==> src/rtl/uart_tx.sv <==
// uart_tx: UART transmitter that serialises bytes as 8N1 frames on tx_pin_o.
// A one-entry holding register accepts the next byte while the current frame
// shifts out, so back-to-back frames leave no idle gap between them.
// Build option: define UART_TX_PARITY_EN to insert an even-parity bit
// between the last data bit and the stop bit (8E1 frames).
//
// state  | meaning
// -------+-----------------------------------------------
// IDLE   | line high, waiting for the holding register
// START  | driving the start bit (low)
// DATA   | shifting data bits out, LSB first
// PARITY | driving the even-parity bit (parity build only)
// STOP   | driving the stop bit (high)
module uart_tx #(
   parameter int UART_DATA_SIZE     = 8,
   parameter int UART_BAUD_DIV_SIZE = 16
) (
   input  logic                          clk,
   input  logic                          rst_n,
   input  logic [UART_BAUD_DIV_SIZE-1:0] baud_div_i,
   input  logic [UART_DATA_SIZE-1:0]     tx_data_i,
   input  logic                          tx_valid_i,
   output logic                          tx_ready_o,
   output logic                          tx_pin_o,
   output logic                          tx_busy_o,
   output logic                          tx_done_o
);

   localparam int CNT_W = (UART_DATA_SIZE > 1) ? $clog2(UART_DATA_SIZE) : 1;
   localparam logic [CNT_W-1:0] BIT_LAST = CNT_W'(UART_DATA_SIZE - 1);

   typedef enum logic [2:0] {
      S_IDLE, S_START, S_DATA, S_PARITY, S_STOP
   } state_t;

   state_t                        state_q, state_d;
   logic                          pin_q, pin_d;
   logic                          done_q, done_d;
   logic                          hold_full_q, hold_full_d;
   logic [UART_DATA_SIZE-1:0]     hold_q, hold_d;
   logic [UART_DATA_SIZE-1:0]     shift_q, shift_d;
   logic [CNT_W-1:0]              bit_cnt_q, bit_cnt_d;
   logic [UART_BAUD_DIV_SIZE-1:0] baud_cnt_q, baud_cnt_d;
`ifdef UART_TX_PARITY_EN
   logic                          parity_q, parity_d;
`endif

   logic                          bit_end;
   logic                          load_frame;
   logic                          bit_start;
   logic [UART_BAUD_DIV_SIZE-1:0] div_eff;

   // Divisors below 2 cannot produce a sensible bit; clamp them to 2.
   assign div_eff = (baud_div_i < UART_BAUD_DIV_SIZE'(2)) ? UART_BAUD_DIV_SIZE'(2) : baud_div_i;
   assign bit_end = (baud_cnt_q == UART_BAUD_DIV_SIZE'(1));

   // State and datapath registers; reset drops the line to idle and discards any queued byte.
   always_ff @(posedge clk or negedge rst_n) begin
      if (!rst_n) begin
         state_q     <= S_IDLE;
         pin_q       <= 1'b1;
         done_q      <= 1'b0;
         hold_full_q <= 1'b0;
         hold_q      <= '0;
         shift_q     <= '0;
         bit_cnt_q   <= '0;
         baud_cnt_q  <= '0;
`ifdef UART_TX_PARITY_EN
         parity_q    <= 1'b0;
`endif
      end else begin
         state_q     <= state_d;
         pin_q       <= pin_d;
         done_q      <= done_d;
         hold_full_q <= hold_full_d;
         hold_q      <= hold_d;
         shift_q     <= shift_d;
         bit_cnt_q   <= bit_cnt_d;
         baud_cnt_q  <= baud_cnt_d;
`ifdef UART_TX_PARITY_EN
         parity_q    <= parity_d;
`endif
      end
   end

   // Next-state logic; a queued byte at the end of STOP chains straight into START.
   always_comb begin
      state_d    = state_q;
      load_frame = 1'b0;
      case (state_q)
         S_IDLE: begin
            if (hold_full_q) begin
               state_d    = S_START;
               load_frame = 1'b1;
            end
         end
         S_START:  if (bit_end) state_d = S_DATA;
         S_DATA: begin
            if (bit_end && (bit_cnt_q == '0)) begin
`ifdef UART_TX_PARITY_EN
               state_d = S_PARITY;
`else
               state_d = S_STOP;
`endif
            end
         end
         S_PARITY: if (bit_end) state_d = S_STOP;
         S_STOP: begin
            if (bit_end) begin
               if (hold_full_q) begin
                  state_d    = S_START;
                  load_frame = 1'b1;
               end else begin
                  state_d = S_IDLE;
               end
            end
         end
         default:  state_d = S_IDLE;
      endcase
      bit_start = (state_d != state_q) || ((state_q == S_DATA) && bit_end);
   end

   // Output and datapath next values: handshake, shifter, bit/baud counters, registered pin.
   always_comb begin
      pin_d       = pin_q;
      done_d      = 1'b0;
      hold_full_d = hold_full_q;
      hold_d      = hold_q;
      shift_d     = shift_q;
      bit_cnt_d   = bit_cnt_q;
`ifdef UART_TX_PARITY_EN
      parity_d    = parity_q;
`endif

      // Accept and drain never coincide: accept needs the holding register empty, drain needs it full.
      if (tx_valid_i && !hold_full_q) begin
         hold_d      = tx_data_i;
         hold_full_d = 1'b1;
      end
      if (load_frame) begin
         shift_d     = hold_q;
         hold_full_d = 1'b0;
`ifdef UART_TX_PARITY_EN
         parity_d    = ^hold_q;
`endif
      end

      if (state_d == S_IDLE)
         baud_cnt_d = '0;
      else if (bit_start)
         baud_cnt_d = div_eff;
      else
         baud_cnt_d = baud_cnt_q - UART_BAUD_DIV_SIZE'(1);

      case (state_q)
         S_IDLE:   if (load_frame) pin_d = 1'b0;
         S_START: begin
            if (bit_end) begin
               pin_d     = shift_q[0];
               bit_cnt_d = BIT_LAST;
            end
         end
         S_DATA: begin
            if (bit_end) begin
               if (bit_cnt_q != '0) begin
                  shift_d   = {1'b0, shift_q[UART_DATA_SIZE-1:1]};
                  pin_d     = shift_q[1];
                  bit_cnt_d = bit_cnt_q - 1'b1;
               end else begin
`ifdef UART_TX_PARITY_EN
                  pin_d = parity_q;
`else
                  pin_d = 1'b1;
`endif
               end
            end
         end
         S_PARITY: if (bit_end) pin_d = 1'b1;
         S_STOP: begin
            if (bit_end) begin
               done_d = 1'b1;
               pin_d  = !load_frame;
            end
         end
         default:  pin_d = 1'b1;
      endcase
   end

   assign tx_ready_o = !hold_full_q;
   assign tx_pin_o   = pin_q;
   assign tx_busy_o  = (state_q != S_IDLE);
   assign tx_done_o  = done_q;

endmodule

==> config.mk <==
export PLATFORM = sky130hd
export DESIGN_NAME = uart_tx
export DESIGN_NICKNAME = d
export VERILOG_FILES = /design/src/rtl/uart_tx.sv
export SDC_FILE = /design/constraint.sdc
export NUM_CORES = 1
export LEC_CHECK = 0
export ABC_AREA = 1
export CAP_MARGIN = 20
export CORE_MARGIN = 5
export CORE_UTILIZATION = 40
export DETAILED_ROUTE_END_ITERATION = 10
export PLACE_DENSITY_LB_ADDON = 0.25
export SLEW_MARGIN = 30
export SYNTH_ARGS = -nofsm -noshare
export SYNTH_HDL_FRONTEND = slang
export SYNTH_SLANG_ARGS = --single-unit
==> constraint.sdc <==
create_clock -name clk -period 1.9 [get_ports clk]
set_input_delay 0.38 -clock clk [delete_from_list [all_inputs] [get_ports clk]]
set_output_delay 0.38 -clock clk [all_outputs]
set_load 0.02 [all_outputs]
=== Word level (Yosys, flattened, before mapping) ===
Index checks and enable logic that the tools add are counted.

* Register bits after elaboration: 41
* Output and inout bits: 4
* Logic and storage cells: 70

* Add/subtract/negate cells: 2
* Order comparisons: 1
* Eq/ne operators: 12
* Mux-type cells: 32
* Reduce and logical (&&, ||, !) cells: 15

{| class="wikitable"
|+ Operators by type and width
! kind !! number
|-
| $mux 16 || 3
|-
| $mux 8 || 4
|-
| $mux 3 || 8
|-
| $eq 16x1->1 const B || 1
|-
| $lt 16x2->1 const B || 1
|-
| $sub 16x1->16 const B || 1
|-
| $pmux 3 s5 || 1
|-
| $mux 1 || 13
|-
| $ne 2x2->1 const B || 5
|-
| $logic_not 3->1 || 3
|-
| $eq 3x2->1 const B || 2
|-
| $pmux 3 s2 || 1
|-
| $reduce_bool 3->1 || 2
|-
| $pmux 1 s5 || 1
|-
| $reduce_and 5->1 || 1
|-
| $reduce_and 4->1 || 1
|-
| $reduce_bool 2->1 || 2
|-
| $eq 3x1->1 const B || 1
|-
| $eq 3x3->1 const B || 1
|-
| $logic_and 1x1->1 || 3
|-
| $ne 3x3->1 || 1
|-
| $sub 3x1->3 const B || 1
|-
| $logic_not 1->1 || 2
|-
| $ne 2x1->1 const B || 1
|-
| other kinds (2) || 2
|}

=== Depth between registers and ports, before layout ===
Gate-level depths: netlist of the first run.

* Depth after elaboration: 8
* Mapped depth: 14
* Depth with buffers taken out: 14

=== Worst setup path after synthesis of the first run ===
OpenSTA, ideal clock, no wires.

* Kind: flip-flop to flip-flop
* From: register baud_cnt_q[1]
* To: register baud_cnt_q[13]
* Arrival: 1.536 ns
* Data required time: 1.778 ns
* Path slack: 0.241 ns
* Stages on the path, launching flop included: 15
* Clock period less this slack: 1.659 ns
* Cell sequence: dfrtp_1 -> inv_1 -> ha_1 -> inv_1 -> nor2_1 -> nand2_1 -> nor2_4 -> nand3_1 -> nand2_1 -> inv_1 -> nor2_2 -> nand2_2 -> nor2_8 -> buf_8 -> nor2_2

* Longest elaborated chain between the ends: 8
* Elaborated cells on any way between the ends: 14

{| class="wikitable"
|+ Ends and longest elaborated chain
! item !! line !! RTL
|-
| from (decl) || 43 || <nowiki>logic [UART_BAUD_DIV_SIZE-1:0] baud_cnt_q, baud_cnt_d;</nowiki>
|-
| from (signal assigned) || 79 || <nowiki>baud_cnt_q <= baud_cnt_d;</nowiki>
|-
| $eq 16x1->1 || 55 || <nowiki>assign bit_end = (baud_cnt_q == UART_BAUD_DIV_SIZE'(1));</nowiki>
|-
| $logic_and 1x1->1 || 99 || <nowiki>if (bit_end && (bit_cnt_q == '0)) begin</nowiki>
|-
| $mux 3 || 99 ||
|-
| $pmux 3 s5 || 90 || <nowiki>case (state_q)</nowiki>
|-
| $ne 3x3->1 || 120 || <nowiki>bit_start = (state_d != state_q) || ((state_q == S_DATA) && bit_end);</nowiki>
|-
| $logic_or 1x1->1 || 120 ||
|-
| $mux 16 || 150 || <nowiki>else if (bit_start)</nowiki>
|-
| $mux 16 (*) || 148 || <nowiki>if (state_d == S_IDLE)</nowiki>
|-
| via baud_cnt_d[13] || 43 ||
|}

Mark *: on every way through the listed nets, which the timed path passes. The rest lies on a longest branch.
A chain may end at the register's enable or synchronous reset.

=== Worst setup path after layout of the first run ===
* From: register baud_cnt_q[1]
* To: register baud_cnt_q[5]

The elaborated chain is that of the path after synthesis.

==> summary.txt, run 1 <==
CTS
  – Hold_buf cts: 0
  – CTS tree: built
  – Num CTS Buffers: 5
  – Root Driver: clkbuf_8
  – Later-pin clock latency in the skew report: ~290 ps
  – CTS sink cnt: 41
  – Clock slew at reported path FFs: approximately 90 ps
  – Maximum clock path buffer count: 2
  – H-tree Lvls: 2

Yosys
  – Area fraction of the dominant cell type after synthesis: about two fifths
  – Count of state elements after synthesis: 41
  – Primary FF master, synth: dfrtp_1
  – Syn avg cell area: 7.648 um2
  – Sequential area share after synthesis: between 40% and 50%
  – Post-synth top area cell: dfrtp_1
  – Synth unique cells: 30
  – Yosys warning count: 0
  – Syn_nets: 352
  – Cell Area, Synth: 2455 um2
  – Commonest cells post-synth: nand2_1, nor2_1, dfrtp_1
  – Largest cells by area after synthesis: dfrtp_1, nand2_1, nor2_1
  – Synth Instances: 321
  – Most common cell in the netlist: nand2_1
  – EDFF count, synth: 0
  – Ys async rst share: 100.0%

Timing
  – Final Slew Violations: 0
  – Post-layout minimum cycle time: about 1900 ps
  – Fmax: 525.3 MHz
  – Tcrit/Tclk final: 100.2%
  – Final Skew: 6.921 ps
  – Max_slew headroom: 67.59%
  – Post-route setup slack: -3.814 ps
  – Final Hold Fails: 0
  – Setup Viol. Count Final: 1
  – RSZ-0062 raised after global routing: yes
  – Worst slew pin tran: around 490 ps

Floorplanning
  – Die X-Extent: roughly 88 um
  – Io pins: 31
  – Die ar.: 7804 um2
  – Starting Density: approximately two fifths
  – Core footprint: just under 6000 um2
  – DIE HEIGHT: 88.34 um
  – Num rows: 28

Cells and area
  – Multi-input combinational cell area: 1315 um2
  – Nets: about 400
  – Area delta synth->final: 27.78%
  – Register area: roughly 1000 um2
  – Proportion of layout cells with a drive suffix above 1: between 20% and 30%
  – ANT cells: 0
  – # fillers: 590

Setup path
  – Buffers & Inverters on Critical Path: 4
  – Slowest-stage cell, CP: dfrtp_1
  – Most frequent cell on the critical path: nor2_2
  – CP delay by family, top: simple AND/OR/NAND/NOR gates
  – Kind of critical path: flop to flop
  – Maximum net fanout on the critical path: 5
  – CP Launch Type: flop
  – Crit-path cells: inv_2 -> ha_4 -> inv_2 -> nor2_2 -> nand2_2 -> nor2_4 -> nand3_2 -> nand2_1 -> inv_1 -> nor2_2 -> nand2_2 -> nor2_8 -> clkbuf_16 -> nor2_2
  – Critical Path AT: ~2100 ps
  – Worst EP required: ~2100 ps
  – Critical Path Sink Type: flop
  – Slowest stage delay, CP: 390 ps

Place
  – GP Congestion: approximately 0.86
  – DP Worst Slack: about 46 ps
  – DP HPWL: roughly 3900 um
  – Buffers on Ports: 30

Pwr
  – Power share of the sequential group: 45.2%
  – Switching share of power: between 30% and 40%
  – Comb power frac: roughly 29%
  – Internal: between 0.0015 and 0.002 W
  – P_sw: roughly 0.0009 W
  – PwrDens: about 870 nW/um2
  – Max VDD drop: 628.5 uV
  – Part of the power in the clock network: 26.1%
  – Leak: between 1 and 1.5 nW
  – Final Power: 0.002719 W

Flow run
  – Max_cap viols: 0

Global route
  – Vias in the first global route: approximately 2000
  – All-Layer GR Usage: between 10 and 15%
  – Initial antenna violation count: 0
  – Largest net degree at the start of global routing: 24
  – Total gr overflow: 0
  – First-pass GRT wire length: 9032 um

Drt
  – Routed len/inst: 12.15 um
  – Vias/cell: ~4.7
  – Final WL: between 5000 and 6000 um
  – DRT Pass-1 Iters: 4
  – Top sig layer: met4
  – Metal3 WL: just under 300 um
  – ANT nets after route: 0
  – Via count: ~2100
  – M1 wire length: approximately 2600 um
  – DRC Markers: 0
  – DR iter-0 viols: between 100 and 150
  – Routed wl met2: between 2000 and 2500 um

Run status
  – Failing checks: negative setup slack
  – Status: finished with violations

Hold path
  – Hold Path Class: input port to asynchronous set/reset pin
==> cell type report <==
class | instances | area share, %
multi-input combinational | 237 | 41.92
clock buffer | 5 | 2.194
clock inverter | 3 | 1.476
sequential | 41 | 32.75
timing repair buffer | 43 | 14.04
inverter | 38 | 4.627
tap | 75 | 2.992
==> sequential cells by signal (all words and copies together), names as in the netlist <==
register	count
shift_q	8
baud_cnt_q	16
tx_pin_o	1
state_q	3
tx_done_o	1
bit_cnt_q	3
hold_full_q	1
hold_q	8
==> power by group through the flow <==
stage	clock [W]	sequential, W	combinational [W]
floorplan	0	0.00121	0.000538
global placement	0	0.00124	0.000703
detailed placement	0	0.00124	0.000713
CTS	0.000732	0.00123	0.000719
global route	0.000778	0.00125	0.000888
finish	0.000709	0.00123	0.000782
==> stage by stage <==
stage	setup TNS [ps]	util, %	std cells	hold WS (ps)	instance area, um2
floorplan	0	-	321	84.41	2455
global placement	0	48.40	429	360.8	2883
detailed placement	0	48.40	429	359.2	2883
CTS	0	50.32	437	38.24	2997
global route	-2177	52.67	442	55.54	3137
finish	-3.814	52.67	442	39.96	3137
==> worst paths after layout <==
kind	from	endpoint	slack, ps	depth (start not counted)
min in group clk	shift_q[5]	shift_q[4]	470	2
worst min register to register	shift_q[5]	shift_q[4]	470	2
worst max-delay path	baud_cnt_q[1]	baud_cnt_q[5]	-4	14
max in group asynchronous	rst_n	tx_pin_o	1300	2
worst min-delay path	rst_n	state_q[0]	40	1
worst max register to register	baud_cnt_q[1]	baud_cnt_q[5]	-4	14
==> cells in the final DEF (no fill, tap or decap), types with 2 or more instances in the layout <==
cell / n
nor2_4: 6
nand2_4: 3
nor2_1: 41
xor2_1: 5
clkbuf_8: 5
clkdlybuf4s50_1: 27
buf_4: 9
nand2_2: 8
o21ai_1: 6
xnor2_1: 6
nand3b_1: 6
nor2_2: 24
nand2_1: 72
dfrtp_1: 40
a21oi_1: 9
mux2_2: 2
inv_2: 4
nand3_1: 19
ha_1: 3
o21ai_0: 15
inv_1: 33
buf_12: 2
nor3_1: 2
==> repair_timing <==
action / in CTS / in global routing
cloned: 0 / 1
pin swaps: 0 / 8
endpoints found under the setup margin: 1 / 29
buffers inserted: 0 / 4
resized for setup: 1 / 24
==> cell families after synthesis <==
| group | synth area share [%] |
|---|---|
| simple gates | 37.31 |
| buf+inv | 7.288 |
| flops | 41.85 |
| compound gates | 6.677 |
| xor+xnor | 3.924 |
| fa+ha+maj | 2.039 |
| mux | 0.9174 |
==> routing by layer <==
layer / vias up / track usage [%]
met1: 937 / 21.07
met5: - / 0
met2: 49 / 21.89
met4: 0 / 4.945
li1: 1088 / -
met3: 7 / 3.259
No activity file was read; power rests on OpenSTA's default activity.
==> inputs of run 2 (changes only) <==
--- a/config.mk
+++ b/config.mk
@@ -11,7 +11,6 @@
 export CORE_UTILIZATION = 40
 export DETAILED_ROUTE_END_ITERATION = 10
 export PLACE_DENSITY_LB_ADDON = 0.25
-export SLEW_MARGIN = 30
 export SYNTH_ARGS = -nofsm -noshare
 export SYNTH_HDL_FRONTEND = slang
 export SYNTH_SLANG_ARGS = --single-unit
==> results of run 2 <==
Final layout, timing and power as in run 1 (identical DEF).
==> inputs of run 3 (changes only) <==
--- a/config.mk
+++ b/config.mk
@@ -14,3 +14,4 @@
 export SYNTH_ARGS = -nofsm -noshare
 export SYNTH_HDL_FRONTEND = slang
 export SYNTH_SLANG_ARGS = --single-unit
+export TNS_END_PERCENT = 5
==> run 3 against run 2 <==
  * The run still ends with negative setup slack left
  * First-iteration DRC count is 15% lower
  * Via count hardly changed
  * Hold slack worse by 2.5 ps
  * Clock skew hardly changed
==> summary.txt, run 3 (synthesized netlist as in run 1, its figures left out) <==
Run status
  – Status: finished with violations
  – Failing checks: negative setup slack

Cells and area
  – Commonest non-fill, non-tap cell in the layout: nand2_1
  – Proportion of layout cells with a drive suffix above 1: 19.89%
  – Nets: ~400
  – Multi-input combinational cell area: around 1300 um2
  – Area delta synth->final: 27.06%
  – Non-Filler Instances: roughly 440
  – ANT cells: 0
  – Commonest cells after routing, fill and taps aside: nand2_1, nor2_1, dfrtp_1, inv_1, clkdlybuf4s50_1
  – # fillers: around 600
  – Largest regs: baud_cnt_q (16), hold_q (8), shift_q (8)
  – Flip-flop count of the largest register after layout: 16
  – Top reg by flops: baud_cnt_q
  – Register area: ~1000 um2

Place
  – Placed instance count: about 430
  – DP Worst Slack: 45.98 ps
  – DP HPWL: around 3900 um
  – GP Congestion: between 0.8 and 0.9
  – Buffers on Ports: 30

Timing
  – Final setup TNS: -2.099 ps
  – Post-layout minimum cycle time: about 1900 ps
  – RSZ-0062 raised after global routing: yes
  – Final Hold Fails: 0
  – Fmax: between 500 and 600 MHz
  – Post-route setup slack: -2.099 ps
  – Tcrit/Tclk final: 100.1%
  – Max_slew headroom: between 60% and 70%
  – Worst slew pin tran: 481.5 ps
  – Final Slew Violations: 0
  – Final Skew: slightly below 7 ps
  – Setup Viol. Count Final: 1
  – Fin Hold WS: about 37 ps

Pwr
  – Leak: about 1.4 nW
  – Max VDD drop: approximately 630 uV
  – PwrDens: 863.3 nW/um2

CTS
  – CTS sink cnt: 41
  – Maximum clock path buffer count: 2
  – CTS tree: built
  – H-tree Lvls: 2
  – Num CTS Buffers: 5
  – Clock slew at reported path FFs: roughly 90 ps
  – Later-pin clock latency in the skew report: about 290 ps
  – Hold_buf cts: 0
  – Root Driver: clkbuf_8

Drt
  – DRT Pass-1 Iters: 4
  – Via count: roughly 2100
  – Routed wl met2: roughly 2400 um
  – Vias/cell: about 4.7
  – M1 wire length: about 2700 um
  – Routed len/inst: about 12 um
  – ANT nets after route: 0
  – Final WL: between 5000 and 6000 um
  – Top sig layer: met4
  – DRC Markers: 0
  – Metal3 WL: around 260 um
  – DR iter-0 viols: 92

Floorplanning
  – Starting Density: 41.22%
  – Num rows: 28
  – DIE HEIGHT: a little under 90 um
  – Core footprint: ~6000 um2
  – Die ar.: roughly 8000 um2
  – Die X-Extent: between 80 and 90 um
  – Io pins: 31

Global route
  – Largest net degree at the start of global routing: 24
  – All-Layer GR Usage: about 15%
  – Vias in the first global route: ~2000
  – First-pass GRT wire length: between 9000 and 10000 um
  – Total gr overflow: 0
  – Initial antenna violation count: 0

Setup path
  – Buffers & Inverters on Critical Path: 4
  – Worst EP required: roughly 2100 ps
  – Crit-path cells: inv_2 -> ha_4 -> inv_2 -> nor2_2 -> nand2_2 -> nor2_4 -> nand3_2 -> nand2_1 -> inv_1 -> nor2_2 -> nand2_2 -> nor2_8 -> clkbuf_16 -> nor2_2
  – Kind of critical path: flop to flop
  – Slowest stage delay, CP: just under 400 ps
  – Critical Path AT: 2080 ps
  – CP Launch Type: flop
  – Most frequent cell on the critical path: nor2_2
  – Maximum net fanout on the critical path: 5
  – Slowest-stage cell, CP: dfrtp_1
  – CP delay by family, top: simple AND/OR/NAND/NOR gates
  – Critical Path Sink Type: flop

Flow run
  – Max_cap viols: 0

Hold path
  – Hold Path Class: input port to asynchronous set/reset pin
run 3: per-stage QoR:
stage	cell area, um2	power (W)	utilization [%]
5_1_grt	3119	0.002888	52.37
3_3_place_gp	2883	0.001941	48.40
2_1_floorplan	2455	0.001745	-
6_report	3119	0.002693	52.37
4_1_cts	2997	0.002677	50.32
3_5_place_dp	2883	0.001957	48.40
run 3: final timing paths:
kind	start	endpoint	slack (ps)	cells past startpoint
hold reg to reg	shift_q[5]	shift_q[4]	470	2
hold / removal	rst_n	state_q[0]	40	1
max in group asynchronous	rst_n	tx_pin_o	1300	2
setup / recovery	baud_cnt_q[1]	baud_cnt_q[5]	-2	14
min in group clk	shift_q[5]	shift_q[4]	470	2
setup reg to reg	baud_cnt_q[1]	baud_cnt_q[5]	-2	14
run 3: worst reg2reg max path, stage by stage, from the launching register on:
cell and delay, ps:
dfrtp_1 390, inv_2 80, ha_4 130, inv_2 30, nor2_2 100, nand2_2 70
nor2_4 160, nand3_2 100, nand2_1 80, inv_1 40, nor2_2 130, nand2_2 100
nor2_8 170, clkbuf_16 170, nor2_2 40
run 3: layout make-up:
| class | instances | share of cell area, % |
|---|---|---|
| well taps | 75 | 3.008 |
| flip-flops and latches | 41 | 32.93 |
| multi-input cells | 237 | 41.60 |
| repair buffers | 43 | 14.12 |
| clock buffers | 5 | 2.206 |
| inverters | 38 | 4.653 |
| clock inverters | 3 | 1.484 |
run 3: report_power, final:
group          total [W]  internal (W)  leakage, nW  switching, W
clock           0.000711      0.000393       0.0543      0.000317
combinational   0.000752      0.000355        0.885      0.000398
sequential       0.00123       0.00106        0.467      0.000170
run 3: layer usage:
metal  track usage, %  vias to the layer above
met5                0                        -
met4            4.945                        0
met3            3.259                        7
met2            21.89                       51
met1            21.07                      938
li1                 -                     1086
run 3: timing repair:
action,in CTS,in global routing
buffers inserted,0,4
resized for setup,1,17
hold endpoints to repair,0,0
pin swaps,0,8
endpoints found under the setup margin,1,29
cloned,0,1
